[src/rtl/mux2_arb.sv]
// Two-requester valid/ready arbiter sharing one consumer through a 2:1 data mux.
// Define MUX2_ARB_ROUND_ROBIN_EN for last-winner tie breaking; otherwise A wins every tie.

module mux2 #(
    parameter int BITS = 1
) (
    input  logic            sel,
    input  logic [BITS-1:0] in0,
    input  logic [BITS-1:0] in1,
    output logic [BITS-1:0] out
);
    assign out = sel ? in1 : in0;
endmodule

module mux2_arb #(
    parameter int BITS = 1
) (
    input  logic            clk,
    input  logic            reset_n,
    input  logic            a_valid,
    input  logic [BITS-1:0] a_data,
    output logic            a_ready,
    input  logic            b_valid,
    input  logic [BITS-1:0] b_data,
    output logic            b_ready,
    output logic            out_valid,
    output logic [BITS-1:0] out_data,
    input  logic            out_ready,
    output logic            select
);

    typedef enum logic [1:0] {
        IDLE    = 2'd0,
        GRANT_A = 2'd1,
        GRANT_B = 2'd2
    } state_t;

    state_t state;
    state_t next_state;
    state_t tie_grant;
    logic   transfer_a;
    logic   transfer_b;

`ifdef MUX2_ARB_ROUND_ROBIN_EN
    logic last_b;
`endif

    function automatic state_t pick(input logic av, input logic bv, input state_t tie);
        if (av && bv)
            return tie;
        else if (av)
            return GRANT_A;
        else if (bv)
            return GRANT_B;
        else
            return IDLE;
    endfunction

    assign transfer_a = (state == GRANT_A) && a_valid && out_ready;
    assign transfer_b = (state == GRANT_B) && b_valid && out_ready;

    // On a transfer the current grantee is the newest winner, so a tie goes to the other side.
    always_comb begin
`ifdef MUX2_ARB_ROUND_ROBIN_EN
        case (state)
            GRANT_A: tie_grant = GRANT_B;
            GRANT_B: tie_grant = GRANT_A;
            default: tie_grant = last_b ? GRANT_A : GRANT_B;
        endcase
`else
        tie_grant = GRANT_A;
`endif
    end

    always_comb begin
        next_state = state;
        case (state)
            IDLE: next_state = pick(a_valid, b_valid, tie_grant);
            GRANT_A: begin
                if (transfer_a)
                    next_state = pick(a_valid, b_valid, tie_grant);
                else if (!a_valid)
                    next_state = IDLE;
            end
            GRANT_B: begin
                if (transfer_b)
                    next_state = pick(a_valid, b_valid, tie_grant);
                else if (!b_valid)
                    next_state = IDLE;
            end
            default: next_state = IDLE;
        endcase
    end

    always_ff @(posedge clk or negedge reset_n) begin
        if (!reset_n) begin
            state  <= IDLE;
            select <= 1'b0;
        end else begin
            state <= next_state;
            if (next_state == GRANT_A)
                select <= 1'b0;
            else if (next_state == GRANT_B)
                select <= 1'b1;
        end
    end

`ifdef MUX2_ARB_ROUND_ROBIN_EN
    always_ff @(posedge clk or negedge reset_n) begin
        if (!reset_n)
            last_b <= 1'b1;
        else if (transfer_a)
            last_b <= 1'b0;
        else if (transfer_b)
            last_b <= 1'b1;
    end
`endif

    always_comb begin
        out_valid = 1'b0;
        a_ready   = 1'b0;
        b_ready   = 1'b0;
        case (state)
            GRANT_A: begin
                out_valid = a_valid;
                a_ready   = out_ready;
            end
            GRANT_B: begin
                out_valid = b_valid;
                b_ready   = out_ready;
            end
            default: ;
        endcase
    end

    mux2 #(.BITS(BITS)) u_mux (
        .sel (select),
        .in0 (a_data),
        .in1 (b_data),
        .out (out_data)
    );

`ifdef FORMAL
    always_comb begin
        assert (!(a_ready && b_ready));
        if (state == IDLE)
            assert (!out_valid);
        assert (out_data == (select ? b_data : a_data));
    end
`endif

endmodule

[config.mk]
export PLATFORM = sky130hd
export DESIGN_NAME = mux2_arb
export DESIGN_NICKNAME = d
export VERILOG_FILES = /design/src/rtl/mux2_arb.sv
export SDC_FILE = /design/constraint.sdc
export NUM_CORES = 1
export LEC_CHECK = 0
export CAP_MARGIN = 10
export CORE_AREA = 2 2 39 41
export DETAILED_ROUTE_END_ITERATION = 16
export DIE_AREA = 0 0 41 43
export PLACE_DENSITY = 0.5
export SETUP_SLACK_MARGIN = 0.1
export SLEW_MARGIN = 20
export SYNTH_ARGS = -nofsm -noshare
export SYNTH_HDL_FRONTEND = slang
export SYNTH_HIERARCHICAL = 1
export SYNTH_SLANG_ARGS = --single-unit
[constraint.sdc]
create_clock -name clk -period 2.6 [get_ports clk]
set_input_delay 0.52 -clock clk [delete_from_list [all_inputs] [get_ports clk]]
set_output_delay 0.52 -clock clk [all_outputs]
set_load 0.02 [all_outputs]
======== Word level (Yosys, flattened, before mapping) ========
Cells that the tools add are included.
cells by class
  equal/unequal tests ..................... 4
  mux-type cells .......................... 14
  reduce and logical (&&, ||, !) cells .... 7
operators with widths
  cell                count
  $mux 2              7
  $pmux 2 s3          1
  $logic_and 1x1->1   5
  $mux 1              5
  $eq 2x1->1 const B  2
  $eq 2x2->1 const B  2
  $logic_not 2->1     1
  $pmux 1 s2          1
  $reduce_bool 2->1   1
storage, ports and cells
  register bits after elaboration ......... 3
  input port bits ......................... 7
  word-level logic and storage cells ...... 27

======== Depth between registers and ports, before layout ========
  depth in word-level cells ............... 8
  gate-level depth with buffers ........... 8
  depth with buffers taken out ............ 8

======== Modules after synthesis ========
The synthesis kept the hierarchy.
modules (own cells, without submodules)
  module    times used  cells each  area an instance (µm²)  seq. area each (µm²)
  mux2_arb  1           28          254.0                   75.1
  mux2      1           1           15.0                    0.0

======== Least setup slack after synthesis ========
Ideal clock, no wire load.
  path type ............................... register to output
  from .................................... register state[0]
  to ...................................... output out_valid
  data arrival time ....................... 1.205 ns
  setup slack ............................. 0.875 ns
  cell stages (with the launch flop) ...... 4
  cells stage by stage .................... dfrtp_1 > inv_1 > ha_1 > a21boi_0
between the ends
  cells in the longest elaborated chain, start to end .. 2
  elaborated cells on any way between the ends .. 3
RTL lines
  element                                   line  source
  start, declared                           38    state_t state;
  start signal, assigned                    100   state <= next_state;
  $eq 2x2->1 or $eq 2x1->1 (tied branches)  123   case (state)
  $pmux 1 s2 *                              123
  end, declared                             26    output logic out_valid,
Every way passes the cells marked *; elsewhere a longest branch is shown, timed or not.

======== Final worst setup path ========
  from .................................... input a_valid
  to ...................................... output out_valid
between the ends
  cells in the longest elaborated chain, start to end .. 1
RTL lines
  element          line  source
  start, declared  20    input logic a_valid,
  $pmux 1 s2       123
Every way passes these cells.

==> run_results.csv <==
group,metric,value,unit
yosys,synth.avg_cell_area,9.28,um2
flow_run,drv_cap,0,
yosys,syn-instance-count,29,
floorplanning,start_util,0.194,
finish,area_delta_synth_final,58.1,%
setup_path,end_kind,"output port",
setup_path,critical_path_required,2.08,ns
yosys,syn-cell-area,269,um2
cts,tritoncts.num_buffers,3,
floorplanning,design.die.area,1760,um2
timing,hold_slack,0.474,ns
setup_path,worstSetupStartpointType,"primary input",
timing,slew_headroom,0.766,
timing,slew_viol_final,0,
timing,hold_viol,0,
finish,nets,57,
routing,drtPass1Iterations,2,
cts,postCtsSetupBuffers,0,
power,max-vdd-ir-drop,0.252,mV
yosys,yosys_warnings,6,
timing,fmax,413,MHz
timing,worst_slew_pin_slew,0.352,ns
yosys,ys_ff_latch,3,
floorplanning,core,1380,um2
routing,initialDrtViolationCount,1,
cts,root_buffer,"clkbuf_4",
run_status,status,"finished, final reports clean",
yosys,yosysSeqAreaShare,0.279,
grt,grt_usage,0.0775,
cts,cts-resized-gates,0,
grt,grt_max_degree,7,
cts,htreeDepth,1,
finish,fin_cells,60,
routing,drt-total-wl,524,um
finish,num-fill-cells,153,
floorplanning,ios,12,
place,place_congestion,0.612,
grt,overflow,0,
setup_path,r2r_cells,7,
yosys,synthDistinctLibCells,16,
routing,vias,252,
setup_path,worstPathMaxFanout,6,
power,total_power,0.272,mW
power,cellLeakagePower,0.182,nW
place,dp_cells,56,
setup_path,cp.arrival,1.90,ns
floorplanning,die_w,41,um
timing,rsz0062_at_grt,"false",
cts,clkTransAtPathRegs,0.03,ns
place,hpwl,438,um
routing,drc,0,
place,io_buffers,11,
routing,wl_per_cell,8.73,um
finish,drive_above_1_share,0.0909,
yosys,syn_nets,41,
cts,postCtsHoldBufs,0,
timing,period_share,0.931,
timing,fin_crit,2.42,ns
hold_path,hold_class,"in2async",
timing,setup_tns,0,ns
floorplanning,placementRows,14,
grt,grt_pass1_vias,240,
cts,insertion_delay,0.23,ns
cts,cts_buffer_depth,2,
cts,cts_sinks,3,
grt,grt_pass1_wl,883,um
routing,viasPerCell,4.20,
finish,num_antenna_cells,0,
timing,fin_skew,0.00104,ns
grt,antenna_found_initial,0,
cts,tritoncts,"done",
timing,finalSetupViolations,0,
routing,drt.antenna.violating_nets,0,
floorplanning,die_y,43,um
power,pwr_density_cell,639,nW/um2
setup_path,path_class,"in2out",
-- cell families after synthesis --
group | synth area share
AO/OA/AOI/OAI | 0.200
adder cells (fa/ha/maj) | 0.233
buffers and inverters | 0.0279
flip-flops | 0.279
multiplexers | 0.0558
AND/OR/NAND/NOR | 0.205
-- cells in the final DEF (no fill, tap or decap), drive strengths merged, types with 2 or more instances in the layout --
cell type	count
inv	2
and2	2
clkbuf	4
ha	5
clkdlybuf4s50	11
dfrtp	3
nand2	3
o21ai	3
nor2b	2
-- path summary, 6_finish.rpt --
path / end / slack (ns) / start
max: out_valid / 0.18 / a_valid
min: state[0]$_DFF_PN0_ / 0.47 / reset_n
max reg2reg: select$_DFFE_PN0P_ / 0.85 / state[1]$_DFF_PN0_
min reg2reg: select$_DFFE_PN0P_ / 0.54 / select$_DFFE_PN0P_
max in group asynchronous: select$_DFFE_PN0P_ / 1.99 / reset_n
min in group clk: select$_DFFE_PN0P_ / 0.54 / select$_DFFE_PN0P_
-- metal layers --
layer | wire [um] | GRT usage
met5 | 0 | 0
met4 | 0 | 0.0800
met3 | 28 | 0.0157
met1 | 244 | 0.104
met2 | 251 | 0.0938
-- flip-flops by register name, indices dropped and copies added, names as in the netlist --
register  cells
state         2
select        1
-- cell type report --
type	instances	area, um2	area share
multi-input combinational	24	186	0.438
timing repair buffer	11	110	0.259
sequential	3	75.1	0.176
clock buffer	4	26.3	0.0618
tap	16	20.0	0.0471
inverter	2	7.51	0.0176
-- critical path, cell delays in order --
cell and delay, ns:
clkdlybuf4s50_1 0.54, nand2_1 0.06, a21boi_0 0.16, clkdlybuf4s50_1 0.62
-- per-stage QoR --
| stage | setup slack [ns] | utilization | cell area [um2] |
|---|---|---|---|
| 2_1_floorplan | 0.875 | - | 269 |
| 3_3_place_gp | 0.162 | 0.288 | 399 |
| 3_5_place_dp | 0.167 | 0.288 | 399 |
| 4_1_cts | 0.165 | 0.307 | 425 |
| 5_1_grt | 0.103 | 0.307 | 425 |
| 6_report | 0.180 | 0.307 | 425 |
-- Yosys cell counts --
cell type | number | area [um2]
a21boi_0 | 1 | 7.51
a221oi_1 | 1 | 8.76
a31o_1 | 1 | 8.76
a31oi_1 | 1 | 6.26
and2_1 | 2 | 12.5
dfrtp_1 | 3 | 75.1
ha_1 | 5 | 62.6
inv_1 | 2 | 7.51
mux2_4 | 1 | 15.0
nand2_1 | 3 | 11.3
nand2b_1 | 1 | 6.26
nand3_1 | 1 | 5.00
nand3b_1 | 1 | 7.51
nor2b_1 | 2 | 12.5
o21ai_0 | 3 | 15.0
o21bai_1 | 1 | 7.51
-- power breakdown --
group	total (mW)	switching, mW	internal (mW)
registers	0.0726	0.0129	0.0597
clock network	0.0786	0.0212	0.0573
logic	0.121	0.0549	0.0658
Note: power is estimated with default switching activity, not from simulation.
